### src/rtl/dvb_s2_ts_gen.sv
`default_nettype none
// dvb_s2_ts_gen: 188-byte MPEG-TS packet source for the DVB-S2 modulator TS input.
// Rev 1.0 - initial release
module dvb_s2_ts_gen #(
  parameter logic [14:0] PRBS_SEED = 15'h4A80,
  parameter int          PKT_LEN   = 188
) (
  input  logic        clk,
  input  logic        rst_n,
  input  logic        enable,
  input  logic [12:0] pid,
  input  logic [15:0] gap_len,
  input  logic [1:0]  payload_mode,
  input  logic        ts_ready,
  output logic [7:0]  ts_data,
  output logic        ts_syn,
  output logic        ts_valid,
  output logic        busy,
  output logic [31:0] pkt_cnt,
  output logic [3:0]  cc_out
);

  typedef enum logic [1:0] {
    IDLE = 2'd0,
    HDR  = 2'd1,
    PAY  = 2'd2,
    GAP  = 2'd3
  } state_t;

  state_t      state, state_nx;
  logic [7:0]  idx;
  logic [15:0] gap_cnt;
  logic [12:0] pid_q;
  logic [15:0] gap_q;
  logic [1:0]  mode_q;
  logic [3:0]  cc;
  logic [31:0] pkt_cnt_q;
  logic [14:0] lfsr, lfsr_nx;
  logic [7:0]  prbs_byte;
  logic        start, load_seed, xfer, last_byte, gap_done;

  assign ts_valid  = (state == HDR) || (state == PAY);
  assign ts_syn    = (state == HDR) && (idx == 8'd0);
  assign busy      = (state != IDLE);
  assign pkt_cnt   = pkt_cnt_q;
  assign cc_out    = cc;
  assign xfer      = ts_valid && ts_ready;
  assign last_byte = (state == PAY) && (idx == 8'(PKT_LEN - 1));
  assign gap_done  = (state == GAP) && (gap_cnt == gap_q - 16'd1);

  // Next PRBS byte, MSB generated first; only committed when the byte is accepted.
  always_comb begin : prbs
    logic [14:0] r;
    logic        b;
    r         = lfsr;
    b         = 1'b0;
    prbs_byte = 8'h00;
    for (int k = 0; k < 8; k++) begin
      b         = r[14] ^ r[13];
      prbs_byte = {prbs_byte[6:0], b};
      r         = {r[13:0], b};
    end
    lfsr_nx = r;
  end

  always_comb begin
    ts_data = 8'h00;
    if (state == HDR) begin
      case (idx[1:0])
        2'd0:    ts_data = 8'h47;
        2'd1:    ts_data = {3'b000, pid_q[12:8]};
        2'd2:    ts_data = pid_q[7:0];
        default: ts_data = {4'b0001, cc};
      endcase
    end else if (state == PAY) begin
      case (mode_q)
        2'd1:    ts_data = 8'hFF;
        2'd2:    ts_data = prbs_byte;
        default: ts_data = idx - 8'd4;
      endcase
    end
  end

  always_comb begin
    state_nx  = state;
    start     = 1'b0;
    load_seed = 1'b0;
    case (state)
      IDLE: begin
        if (enable) begin
          state_nx  = HDR;
          start     = 1'b1;
          load_seed = 1'b1;
        end
      end
      HDR: begin
        if (xfer && idx == 8'd3) state_nx = PAY;
      end
      PAY: begin
        if (xfer && last_byte) begin
          if (gap_q != 16'd0) begin
            state_nx = GAP;
          end else if (enable) begin
            state_nx = HDR;
            start    = 1'b1;
          end else begin
            state_nx = IDLE;
          end
        end
      end
      GAP: begin
        if (gap_done) begin
          if (enable) begin
            state_nx = HDR;
            start    = 1'b1;
          end else begin
            state_nx = IDLE;
          end
        end
      end
      default: state_nx = IDLE;
    endcase
  end

  always_ff @(posedge clk) begin
    if (!rst_n) begin
      state     <= IDLE;
      idx       <= 8'd0;
      gap_cnt   <= 16'd0;
      pid_q     <= 13'd0;
      gap_q     <= 16'd0;
      mode_q    <= 2'd0;
      cc        <= 4'd0;
      pkt_cnt_q <= 32'd0;
      lfsr      <= PRBS_SEED;
    end else begin
      state <= state_nx;
      // Configuration is frozen per packet at the moment byte 0 is first presented.
      if (start) begin
        idx    <= 8'd0;
        pid_q  <= pid;
        gap_q  <= gap_len;
        mode_q <= payload_mode;
      end else if (xfer) begin
        idx <= idx + 8'd1;
      end
      gap_cnt <= (state == GAP) ? gap_cnt + 16'd1 : 16'd0;
      if (load_seed)
        lfsr <= PRBS_SEED;
      else if (xfer && state == PAY && mode_q == 2'd2)
        lfsr <= lfsr_nx;
      if (xfer && last_byte) begin
        pkt_cnt_q <= pkt_cnt_q + 32'd1;
        cc        <= cc + 4'd1;
      end
    end
  end

endmodule
`default_nettype wire

### config.mk
export PLATFORM = sky130hd
export DESIGN_NAME = dvb_s2_ts_gen
export DESIGN_NICKNAME = d
export VERILOG_FILES = /design/src/rtl/dvb_s2_ts_gen.sv
export SDC_FILE = /design/constraint.sdc
export NUM_CORES = 1
export LEC_CHECK = 0
export ABC_AREA = 0
export BUFFER_PORTS_ARGS = -buffer_cell sky130_fd_sc_hd__buf_2
export CAP_MARGIN = 20
export CORE_MARGIN = 3
export CORE_UTILIZATION = 40
export CTS_CLUSTER_SIZE = 25
export DETAILED_ROUTE_END_ITERATION = 8
export HOLD_SLACK_MARGIN = 0.06
export PLACE_DENSITY = 0.66
export SLEW_MARGIN = 30
export SYNTH_ARGS = -nofsm -noshare
export SYNTH_HDL_FRONTEND = slang
export SYNTH_SLANG_ARGS = --single-unit
### constraint.sdc
create_clock -name clk -period 5.1 [get_ports clk]
set_clock_uncertainty 0.2 [all_clocks]
set_input_delay 1.275 -clock clk [delete_from_list [all_inputs] [get_ports clk]]
set_output_delay 1.275 -clock clk [all_outputs]
set_load 0.01 [all_outputs]
==> flow_metrics.py, run 1 <==
metrics = {
    "outcome": {
        "status": "completed",
    },
    "sta": {
        "timing.fmax_ghz": 0.276,
        "finalSetupViolCount": 0,
        "setup_repair_after_global_routing_missed_its_margin": "no",
        "finalHoldWorstSlack_ps": 253,
        "timing.final.crit_share_pct": 70.9,
        "worst_pin_slew_ps": 740,
        "worst_slew_margin_rel_pct": 49.9,
        "final_max_slew_viol_count": 0,
        "finalCriticalPeriod_ps": 3620,
        "tns_ps": 0,
        "report.final.hold_viol_count": 0,
    },
    "pwr": {
        "switching_share_pct": 33.0,
        "power.share.combinational_pct": 31.1,
        "internal-power_mw": 1.72,
        "total_switching_power_uw": 848,
        "power.share.clock_pct": 30.1,
        "pwr-share-seq_pct": 38.8,
        "pwr_density_cell_mw_per_mm2": 392,
        "vdd_drop_max_mv": 0.188,
        "p_leak_nw": 2.66,
        "p_total_mw": 2.57,
    },
    "cts": {
        "cts_hold_repair.buffers": 0,
        "clock_tree.buffer_depth": 2,
        "worst_skew_pair.late_latency_ps": 340,
        "worst_setup_hold_path_clk_slew_ps": 70,
        "cts-htree-levels": 3,
        "cts_post_setup_buffers_inserted": 0,
        "sink_count": 108,
        "cts_root_buffer": "sky130_fd_sc_hd__clkbuf_16",
        "cts_made_buffers": 9,
        "cts_tree": "done",
        "post_cts.resized_instances": 0,
    },
    "cells_and_area": {
        "areaGrowthSynthToFinish_pct": 14.4,
        "finalNetCount": 814,
        "share_of_layout_cells_above_drive_strength_1_pct": 14.3,
        "fillers": 1362,
        "num_antenna_cells": 0,
    },
    "detailed_routing": {
        "drt.antenna.violating_nets": 0,
        "drc": 0,
        "detail_route.wirelength_mm": 13.5,
        "detailed_router_s_first_iteration_violation_count": 207,
        "avgViaCountPerCell": 5.12,
        "vias": 4827,
        "wl_per_cell_um": 14.3,
        "drtPass1Iterations": 5,
    },
    "floorplanning": {
        "start_util_pct": 41.1,
        "boundaryPins": 82,
        "die_area_mm2": 0.0158,
        "std_cell_rows": 43,
        "dieHeight_um": 126,
        "die_width_um": 126,
        "design.core.area_mm2": 0.0139,
    },
    "logic_synthesis": {
        "post_synth_inst_count": 702,
        "synth.ff_latch_count": 108,
        "post_synthesis_sequential_area_ratio_pct": 37.7,
        "synthesis.area_mm2": 0.00573,
        "synth_top_cells_by_area": "sky130_fd_sc_hd__dfxtp_1 38%, sky130_fd_sc_hd__nand2_1 8.0%, sky130_fd_sc_hd__xor2_1 6.6%, sky130_fd_sc_hd__mux2i_1 5.6%, sky130_fd_sc_hd__xnor2_1 5.2%",
        "number_of_enable_flip_flop_cells_after_synthesis": 0,
        "async_reset_ff_share_pct": 0,
        "count_leader_synth": "sky130_fd_sc_hd__nand2_1",
        "netlist.top_cell.by_area": "sky130_fd_sc_hd__dfxtp_1",
        "ys_warn_count": 0,
        "synth.top_cell.area_share_pct": 37.7,
        "synthFlopType": "sky130_fd_sc_hd__dfxtp_1",
        "synthTopCellsByCount": "122 x sky130_fd_sc_hd__nand2_1, 108 x sky130_fd_sc_hd__dfxtp_1, 69 x sky130_fd_sc_hd__nor2_1",
        "synth_fp_nets": 757,
        "synth.avg_cell_area_um2": 8.16,
        "unique_masters_post_synth": 56,
    },
    "setup_path": {
        "worstRegToRegCells": 10,
        "reg2reg_slack_ps": 1660,
        "regToRegEndpoint": "pid_q[4]",
        "end_kind": "output pin",
        "timing.critical_path.required_ps": 3620,
        "timing.setup.critical_path_class": "flip-flop to output pin",
        "cp_data_arrival_time_ps": 2140,
        "start_kind": "flip-flop",
        "path_max_fanout": 9,
        "crit-reg2reg-launch": "gap_q[0]",
    },
    "global_route": {
        "globalRoute.totalOverflow": 0,
        "global_route_wire_length_before_repair_mm": 22.5,
        "antenna_found_initial": 0,
        "maximum_number_of_pins_on_one_net_before_global_route_repair": 48,
        "grt_use_total_pct": 17.1,
        "first_global_vias": 4564,
    },
    "place": {
        "detailed_place_hpwl_mm": 10.0,
        "placement.io_buffers": 81,
        "gpl.final_weighted_congestion": 0.846,
    },
    "min_path": {
        "worstHoldPathCells": 2,
        "holdCritStartpoint": "lfsr[0]",
        "worst_hold_path_type": "flip-flop to flip-flop",
        "min_delay_worst_endpoint": "lfsr[8]",
    },
    "run": {
        "max_capacitance_violation_count": 0,
    },
}
-- cells by family (layout without fill, tap and decap cells) --
kind of cell / after synthesis / in the layout / synth area share [%]
compound gates: 82 / 82 / 8.95
xor+xnor: 77 / 77 / 11.8
fa+ha+maj: 20 / 20 / 4.37
buf+inv: 58 / 119 / 4.37
flops: 108 / 108 / 37.7
mux: 32 / 32 / 5.59
simple gates: 325 / 325 / 27.2
-- sequential cells by signal, indices dropped and copies added (netlist names) --
name / cells
lfsr: 15
pkt_cnt: 32
cc_out: 4
gap_cnt: 16
mode_q: 2
gap_q: 16
state: 2
idx: 8
pid_q: 13
-- how the worst max path moves through the flow --
stage	end	startpoint	slack, ps
6_report	ts_data[5]	mode_q[0]	1480
2_1_floorplan	pkt_cnt[30]	ts_ready	1880
3_5_place_dp	pkt_cnt[30]	ts_ready	1360
3_3_place_gp	pkt_cnt[30]	ts_ready	1460
5_1_grt	ts_data[5]	mode_q[0]	1340
4_1_cts	ts_data[5]	mode_q[0]	1470
-- per-layer routing --
layer / global-route usage, % / wire length (µm) / vias up / share of wire, %
met1: 23.5 / 6420 / 2213 / 48
li1: - / - / 2492 / -
met5: 0 / 0 / - / 0
met4: 5.36 / 244 / 0 / 1.8
met3: 3.10 / 545 / 19 / 4.1
met2: 27.4 / 6240 / 103 / 46
-- critical path, cell delays in order (launching register included) --
cell,delay [ps]
sky130_fd_sc_hd__dfxtp_1,370
sky130_fd_sc_hd__inv_1,60
sky130_fd_sc_hd__ha_1,410
sky130_fd_sc_hd__or2_2,410
sky130_fd_sc_hd__a21oi_1,170
sky130_fd_sc_hd__a211oi_1,70
sky130_fd_sc_hd__a21o_1,180
sky130_fd_sc_hd__buf_2,130
-- per-stage QoR --
step	worst slack [ps]	utilization [%]	cells	instance area, µm²
5_1_grt	1340	47.0	943	6560
4_1_cts	1470	47.0	943	6560
3_5_place_dp	1360	44.6	928	6220
6_report	1480	47.0	943	6560
3_3_place_gp	1460	44.6	928	6220
2_1_floorplan	1880	-	702	5730
-- layout make-up --
type                            count  area, µm²  share of cell area (%)
Inverter                           19       71.3                    1.09
Tap cell                          180        225                    3.44
Clock inverter                      3       68.8                    1.05
Clock buffer                       12        267                    4.07
Timing Repair Buffer               85        435                    6.64
Sequential cell                   108       2160                    33.0
Multi-Input combinational cell    536       3330                    50.7
-- cell usage in the layout, fill, tap and decap left out, drive strengths merged, types with 18 or more instances in the layout --
cell type	n
nand3	24
buf	85
nor3	27
nor2	69
inv	18
ha	20
a21oi	32
dfxtp	108
xor2	43
mux2i	32
nand2	122
xnor2	34
o21ai	19
-- power groups by stage --
stage          logic, mW  clock network [mW]  registers, mW
2_1_floorplan      0.645                   0          0.981
3_3_place_gp       0.794                   0           1.02
3_5_place_dp       0.799                   0           1.02
4_1_cts            0.804               0.787          0.999
5_1_grt            0.893               0.823           1.01
6_report           0.800               0.773          0.999
Power figures use the tool's default switching activity.
==> run 2: changes to the inputs <==
--- a/config.mk
+++ b/config.mk
@@ -5,7 +5,7 @@
 export SDC_FILE = /design/constraint.sdc
 export NUM_CORES = 1
 export LEC_CHECK = 0
-export ABC_AREA = 0
+export ABC_AREA = 1
 export BUFFER_PORTS_ARGS = -buffer_cell sky130_fd_sc_hd__buf_2
 export CAP_MARGIN = 20
 export CORE_MARGIN = 3
==> constraint.sdc (replaced) <==
create_clock -name clk -period 3.7 [get_ports clk]
set_clock_uncertainty 0.2 [all_clocks]
set_input_delay 0.925 -clock clk [delete_from_list [all_inputs] [get_ports clk]]
set_output_delay 0.925 -clock clk [all_outputs]
set_load 0.01 [all_outputs]
==> flow_metrics.py, run 2 <==
metrics = {
    "floorplanning": {
        "die_area_mm2": 0.0174,
        "die_width_um": 132,
        "boundaryPins": 82,
        "start_util_pct": 41.3,
        "design.core.area_mm2": 0.0154,
        "std_cell_rows": 45,
        "dieHeight_um": 132,
    },
    "setup_path": {
        "end_kind": "output pin",
        "crit_path_max_incr_delay_ps": 370,
        "timing.critical_path.required_ps": 2570,
        "critical_path.cell_chain": "inv_1 > ha_1 > nor2_1 > o21ai_0 > a32o_1 > buf_2",
        "start_kind": "flip-flop",
        "worstRegToRegCells": 12,
        "regToRegEndpoint": "gap_q[4]",
        "cp_data_arrival_time_ps": 2120,
        "timing.setup.critical_path_class": "flip-flop to output pin",
        "reg2reg_slack_ps": 740,
        "crit-reg2reg-launch": "state[0]",
        "worst_setup_path_startpoint": "mode_q[0]",
        "worst_path_max_delay_cell": "sky130_fd_sc_hd__ha_1",
        "path_max_fanout": 8,
    },
    "place": {
        "placement.io_buffers": 81,
        "detailed_place_hpwl_mm": 12.1,
        "gpl.final_weighted_congestion": 0.871,
    },
    "logic_synthesis": {
        "synthFlopType": "sky130_fd_sc_hd__dfxtp_1",
        "netlist.top_cell.by_area": "sky130_fd_sc_hd__dfxtp_1",
        "async_reset_ff_share_pct": 0,
        "synth_top_cells_by_area": "sky130_fd_sc_hd__dfxtp_1 34%, sky130_fd_sc_hd__nand2_1 12%, sky130_fd_sc_hd__inv_1 7.7%, sky130_fd_sc_hd__nor2_1 7.4%, sky130_fd_sc_hd__a21oi_1 6.5%",
        "unique_masters_post_synth": 45,
        "synthTopCellsByCount": "197 x sky130_fd_sc_hd__nand2_1, 130 x sky130_fd_sc_hd__inv_1, 126 x sky130_fd_sc_hd__nor2_1",
        "synth_fp_nets": 1010,
        "number_of_enable_flip_flop_cells_after_synthesis": 0,
        "synthesis.area_mm2": 0.00635,
        "synth.ff_latch_count": 108,
        "synth.top_cell.area_share_pct": 34.0,
        "count_leader_synth": "sky130_fd_sc_hd__nand2_1",
        "post_synthesis_sequential_area_ratio_pct": 34.0,
        "ys_warn_count": 0,
        "synth.avg_cell_area_um2": 6.65,
        "post_synth_inst_count": 955,
    },
    "cts": {
        "cts_made_buffers": 9,
        "cts_post_setup_buffers_inserted": 0,
        "worst_setup_hold_path_clk_slew_ps": 70,
        "cts-htree-levels": 3,
        "clock_tree.buffer_depth": 2,
        "cts_root_buffer": "sky130_fd_sc_hd__clkbuf_16",
        "worst_skew_pair.late_latency_ps": 360,
        "post_cts.resized_instances": 0,
        "cts_hold_repair.buffers": 0,
        "sink_count": 108,
        "cts_tree": "done",
    },
    "cells_and_area": {
        "fillers": 1588,
        "post-route-util_pct": 46.9,
        "number_of_flip_flops_under_the_largest_register_name": 32,
        "areaGrowthSynthToFinish_pct": 13.4,
        "area.sequential_mm2": 0.00216,
        "num_antenna_cells": 0,
        "finalNetCount": 1081,
        "layout.cells.most_common": "sky130_fd_sc_hd__nand2_1",
        "multiInputGateArea_mm2": 0.00353,
        "layout_common_cells": "197 x sky130_fd_sc_hd__nand2_1, 129 x sky130_fd_sc_hd__inv_1, 126 x sky130_fd_sc_hd__nor2_1",
        "share_of_layout_cells_above_drive_strength_1_pct": 12.8,
    },
    "detailed_routing": {
        "vias": 6082,
        "drc": 0,
        "avgViaCountPerCell": 4.90,
        "drt.antenna.violating_nets": 0,
        "detail_route.wirelength_mm": 15.9,
        "drtPass1Iterations": 5,
        "detailed_router_s_first_iteration_violation_count": 343,
        "wl_per_cell_um": 12.8,
    },
    "global_route": {
        "globalRoute.totalOverflow": 0,
        "global_route_wire_length_before_repair_mm": 26.4,
        "grt_use_total_pct": 18.0,
        "maximum_number_of_pins_on_one_net_before_global_route_repair": 50,
        "first_global_vias": 5430,
        "antenna_found_initial": 0,
    },
    "sta": {
        "worst_slew_margin_rel_pct": 57.7,
        "setup_repair_after_global_routing_missed_its_margin": "no",
        "worst_pin_slew_ps": 632,
        "tns_ps": 0,
        "timing.final.crit_share_pct": 87.7,
        "report.final.hold_viol_count": 0,
        "finalSetupViolCount": 0,
        "final_max_slew_viol_count": 0,
        "timing.fmax_ghz": 0.308,
        "finalCriticalPeriod_ps": 3250,
    },
    "pwr": {
        "p_leak_nw": 3.07,
        "vdd_drop_max_mv": 0.332,
        "pwr_density_cell_mw_per_mm2": 532,
    },
    "min_path": {
        "holdCritStartpoint": "pkt_cnt[31]",
        "worstHoldPathCells": 2,
        "worst_hold_path_type": "flip-flop to flip-flop",
        "min_delay_worst_endpoint": "pkt_cnt[31]",
    },
    "outcome": {
        "status": "completed",
    },
    "run": {
        "max_capacitance_violation_count": 0,
    },
}
-- run 2: routing by layer --
| metal | vias up | track usage (%) | part of all wire [%] |
|---|---|---|---|
| met4 | 0 | 4.14 | 1.3 |
| met5 | - | 0 | 0 |
| met3 | 17 | 3.51 | 4.7 |
| met1 | 2699 | 26.4 | 51 |
| li1 | 3240 | - | - |
| met2 | 126 | 27.3 | 43 |
-- run 2: how the worst max path moves through the flow --
stage	end	slack (ps)
floorplan	ts_data[6]	1040
global placement	gap_q[9]	740
detailed placement	pid_q[2]	700
CTS	ts_data[3]	470
global route	ts_data[3]	280
finish	ts_data[3]	450
-- run 2: stage by stage --
step,power (mW),instance area [µm²],hold WS (ps),instances,worst slack (ps)
finish,3.84,7210,264,1242,455
global route,4.14,7210,286,1242,278
CTS,3.87,7210,267,1242,465
detailed placement,2.92,6930,254,1226,698
global placement,2.89,6930,250,1226,739
floorplan,2.58,6350,241,955,1040
-- run 2: worst max-delay path: cells and delay by family (launching register included) --
| family | cells | cell delay [ps] |
|---|---|---|
| buffers and inverters | 2 | 190 |
| flip-flops | 1 | 360 |
| AO/OA/AOI/OAI | 2 | 480 |
| AND/OR/NAND/NOR | 1 | 360 |
| adder cells (fa/ha/maj) | 1 | 370 |
-- run 2: where the power goes --
| part | switching, mW | internal (mW) |
|---|---|---|
| clock | 0.458 | 0.482 |
| sequential | 0.138 | 1.29 |
| combinational | 0.942 | 0.531 |
| total | 1.54 | 2.30 |
-- run 2: logic make-up after synthesis --
group | synth area share, %
AND/OR/NAND/NOR | 34.6
buffers and inverters | 10.4
AO/OA/AOI/OAI | 12.1
flip-flops | 34.0
XOR/XNOR | 4.90
adder cells (fa/ha/maj) | 3.94
-- run 2: cell type report --
cell class / count / share of cell area [%]
clock buffers: 12 / 3.42
clock inverters: 4 / 0.451
inverters: 135 / 7.03
multi-input cells: 685 / 49.0
flip-flops and latches: 108 / 30.0
well taps: 211 / 3.66
repair buffers: 87 / 6.42
==> run 3: changes to the inputs <==
--- a/config.mk
+++ b/config.mk
@@ -10,6 +10,7 @@
 export CAP_MARGIN = 20
 export CORE_MARGIN = 3
 export CORE_UTILIZATION = 40
+export CTS_BUF_LIST = sky130_fd_sc_hd__clkbuf_8
 export CTS_CLUSTER_SIZE = 25
 export DETAILED_ROUTE_END_ITERATION = 8
 export HOLD_SLACK_MARGIN = 0.06
==> flow_metrics.py, run 3 (synthesized netlist as in run 2, its figures left out) <==
metrics = {
    "outcome": {
        "status": "completed",
    },
    "pwr": {
        "pwr-share-seq_pct": 39.7,
        "p_leak_nw": 3.03,
        "power.share.combinational_pct": 41.0,
        "internal-power_mw": 2.08,
        "vdd_drop_max_mv": 0.278,
        "total_switching_power_mw": 1.51,
        "pwr_density_cell_mw_per_mm2": 505,
        "switching_share_pct": 42.0,
        "power.share.clock_pct": 19.3,
    },
    "sta": {
        "report.final.hold_viol_count": 0,
        "worst_pin_slew_ps": 643,
        "timing.final.crit_share_pct": 89.0,
        "finalSetupViolCount": 0,
        "final_max_slew_viol_count": 0,
        "tns_ps": 0,
        "worst_slew_margin_rel_pct": 57.0,
        "setup_repair_after_global_routing_missed_its_margin": "no",
        "timing.fmax_ghz": 0.304,
        "finalCriticalPeriod_ps": 3290,
        "worst_slack_ps": 408,
    },
    "cells_and_area": {
        "number_of_flip_flops_under_the_largest_register_name": 32,
        "fin_area_mm2": 0.00711,
        "num_antenna_cells": 0,
        "post-route-util_pct": 46.2,
        "layout_common_cells": "197 x sky130_fd_sc_hd__nand2_1, 131 x sky130_fd_sc_hd__inv_1, 126 x sky130_fd_sc_hd__nor2_1",
        "share_of_layout_cells_above_drive_strength_1_pct": 12.8,
        "layout.cells.most_common": "sky130_fd_sc_hd__nand2_1",
        "finalNetCount": 1081,
        "layoutNonFillerInstCount": 1242,
        "areaGrowthSynthToFinish_pct": 11.8,
    },
    "cts": {
        "cts_root_buffer": "sky130_fd_sc_hd__clkbuf_8",
        "cts_post_setup_buffers_inserted": 0,
        "cts_made_buffers": 9,
        "sink_count": 108,
        "worst_setup_hold_path_clk_slew_ps": 100,
        "clock_tree.buffer_depth": 2,
        "cts-htree-levels": 3,
        "cts_hold_repair.buffers": 0,
        "worst_skew_pair.late_latency_ps": 390,
        "post_cts.resized_instances": 0,
        "cts_tree": "done",
    },
    "floorplanning": {
        "design.core.area_mm2": 0.0154,
        "boundaryPins": 82,
        "std_cell_rows": 45,
        "dieHeight_um": 132,
        "die_width_um": 132,
        "die_area_mm2": 0.0174,
        "start_util_pct": 41.3,
    },
    "setup_path": {
        "reg2reg_slack_ps": 740,
        "timing.setup.critical_path_class": "flip-flop to output pin",
        "end_kind": "output pin",
        "start_kind": "flip-flop",
        "path_max_fanout": 8,
        "cp_data_arrival_time_ps": 2170,
        "timing.critical_path.required_ps": 2570,
    },
    "global_route": {
        "first_global_vias": 5392,
        "globalRoute.totalOverflow": 0,
        "grt_use_total_pct": 17.8,
        "antenna_found_initial": 0,
        "global_route_wire_length_before_repair_mm": 26.2,
        "maximum_number_of_pins_on_one_net_before_global_route_repair": 50,
    },
    "place": {
        "place_worst_setup_slack_ps": 698,
        "detailed_place_hpwl_mm": 12.1,
        "placement.cell_area_mm2": 0.00693,
        "gpl.final_weighted_congestion": 0.871,
        "placement.io_buffers": 81,
        "placed_cells_incl_taps": 1226,
    },
    "min_path": {
        "worst_hold_path_type": "flip-flop to flip-flop",
    },
    "detailed_routing": {
        "drc": 0,
        "avgViaCountPerCell": 4.90,
        "detail_route.wirelength_mm": 15.8,
        "drtPass1Iterations": 5,
        "drt.antenna.violating_nets": 0,
        "vias": 6086,
        "wl_per_cell_um": 12.8,
        "detailed_router_s_first_iteration_violation_count": 370,
    },
    "run": {
        "max_capacitance_violation_count": 0,
    },
}
[run 3: changes by cell type in the layout (fill, tap and decap cells not counted)]
cell / delta
sky130_fd_sc_hd__clkbuf_1: -2
sky130_fd_sc_hd__clkbuf_16: -9
sky130_fd_sc_hd__inv_1: +2
sky130_fd_sc_hd__clkbuf_8: +9
[run 3: power by group through the flow]
stage          Sequential [mW]  Combinational, mW  Clock [mW]
2_1_floorplan             1.40               1.18           0
3_3_place_gp              1.45               1.44           0
3_5_place_dp              1.45               1.47           0
4_1_cts                   1.42               1.47       0.718
5_1_grt                   1.44               1.68       0.761
6_report                  1.42               1.47       0.692
[run 3: path summary, 6_finish.rpt]
path / from / to / depth (start not counted)
worst max-delay path: mode_q[0] / ts_data[3] / 6
worst min register to register: pkt_cnt[31] / pkt_cnt[31] / 2
worst min-delay path: pkt_cnt[31] / pkt_cnt[31] / 2
worst max register to register: state[0] / pid_q[3] / 12
[run 3: through the flow]
stage | hold WS (ps) | total power [mW]
after floorplan | 241 | 2.58
after global placement | 250 | 2.89
after detailed placement | 254 | 2.92
after CTS | 272 | 3.61
after global routing | 292 | 3.89
final | 269 | 3.59
[run 3: critical path: stages (launching register included)]
cell	delay (ps)
sky130_fd_sc_hd__dfxtp_1	370
sky130_fd_sc_hd__inv_1	50
sky130_fd_sc_hd__ha_1	370
sky130_fd_sc_hd__nor2_1	360
sky130_fd_sc_hd__o21ai_0	190
sky130_fd_sc_hd__a32o_1	310
sky130_fd_sc_hd__buf_2	140
[run 3: layout make-up]
type,count,area (µm²)
clock buffers,10,138
clock inverters,6,40.0
fillers,1599,8270
inverters,135,507
multi-input cells,685,3530
flip-flops and latches,108,2160
well taps,211,264
repair buffers,87,463
[run 3: metal layers]
layer / GRT usage, % / wire, µm / vias to the layer above / part of all wire [%]
met3: 3.63 / 669 / 14 / 4.2
met4: 3.62 / 175 / 0 / 1.1
li1: - / - / 3234 / -
met1: 26.3 / 8200 / 2722 / 52
met2: 27.1 / 6790 / 116 / 43
met5: 0 / 0 / - / 0
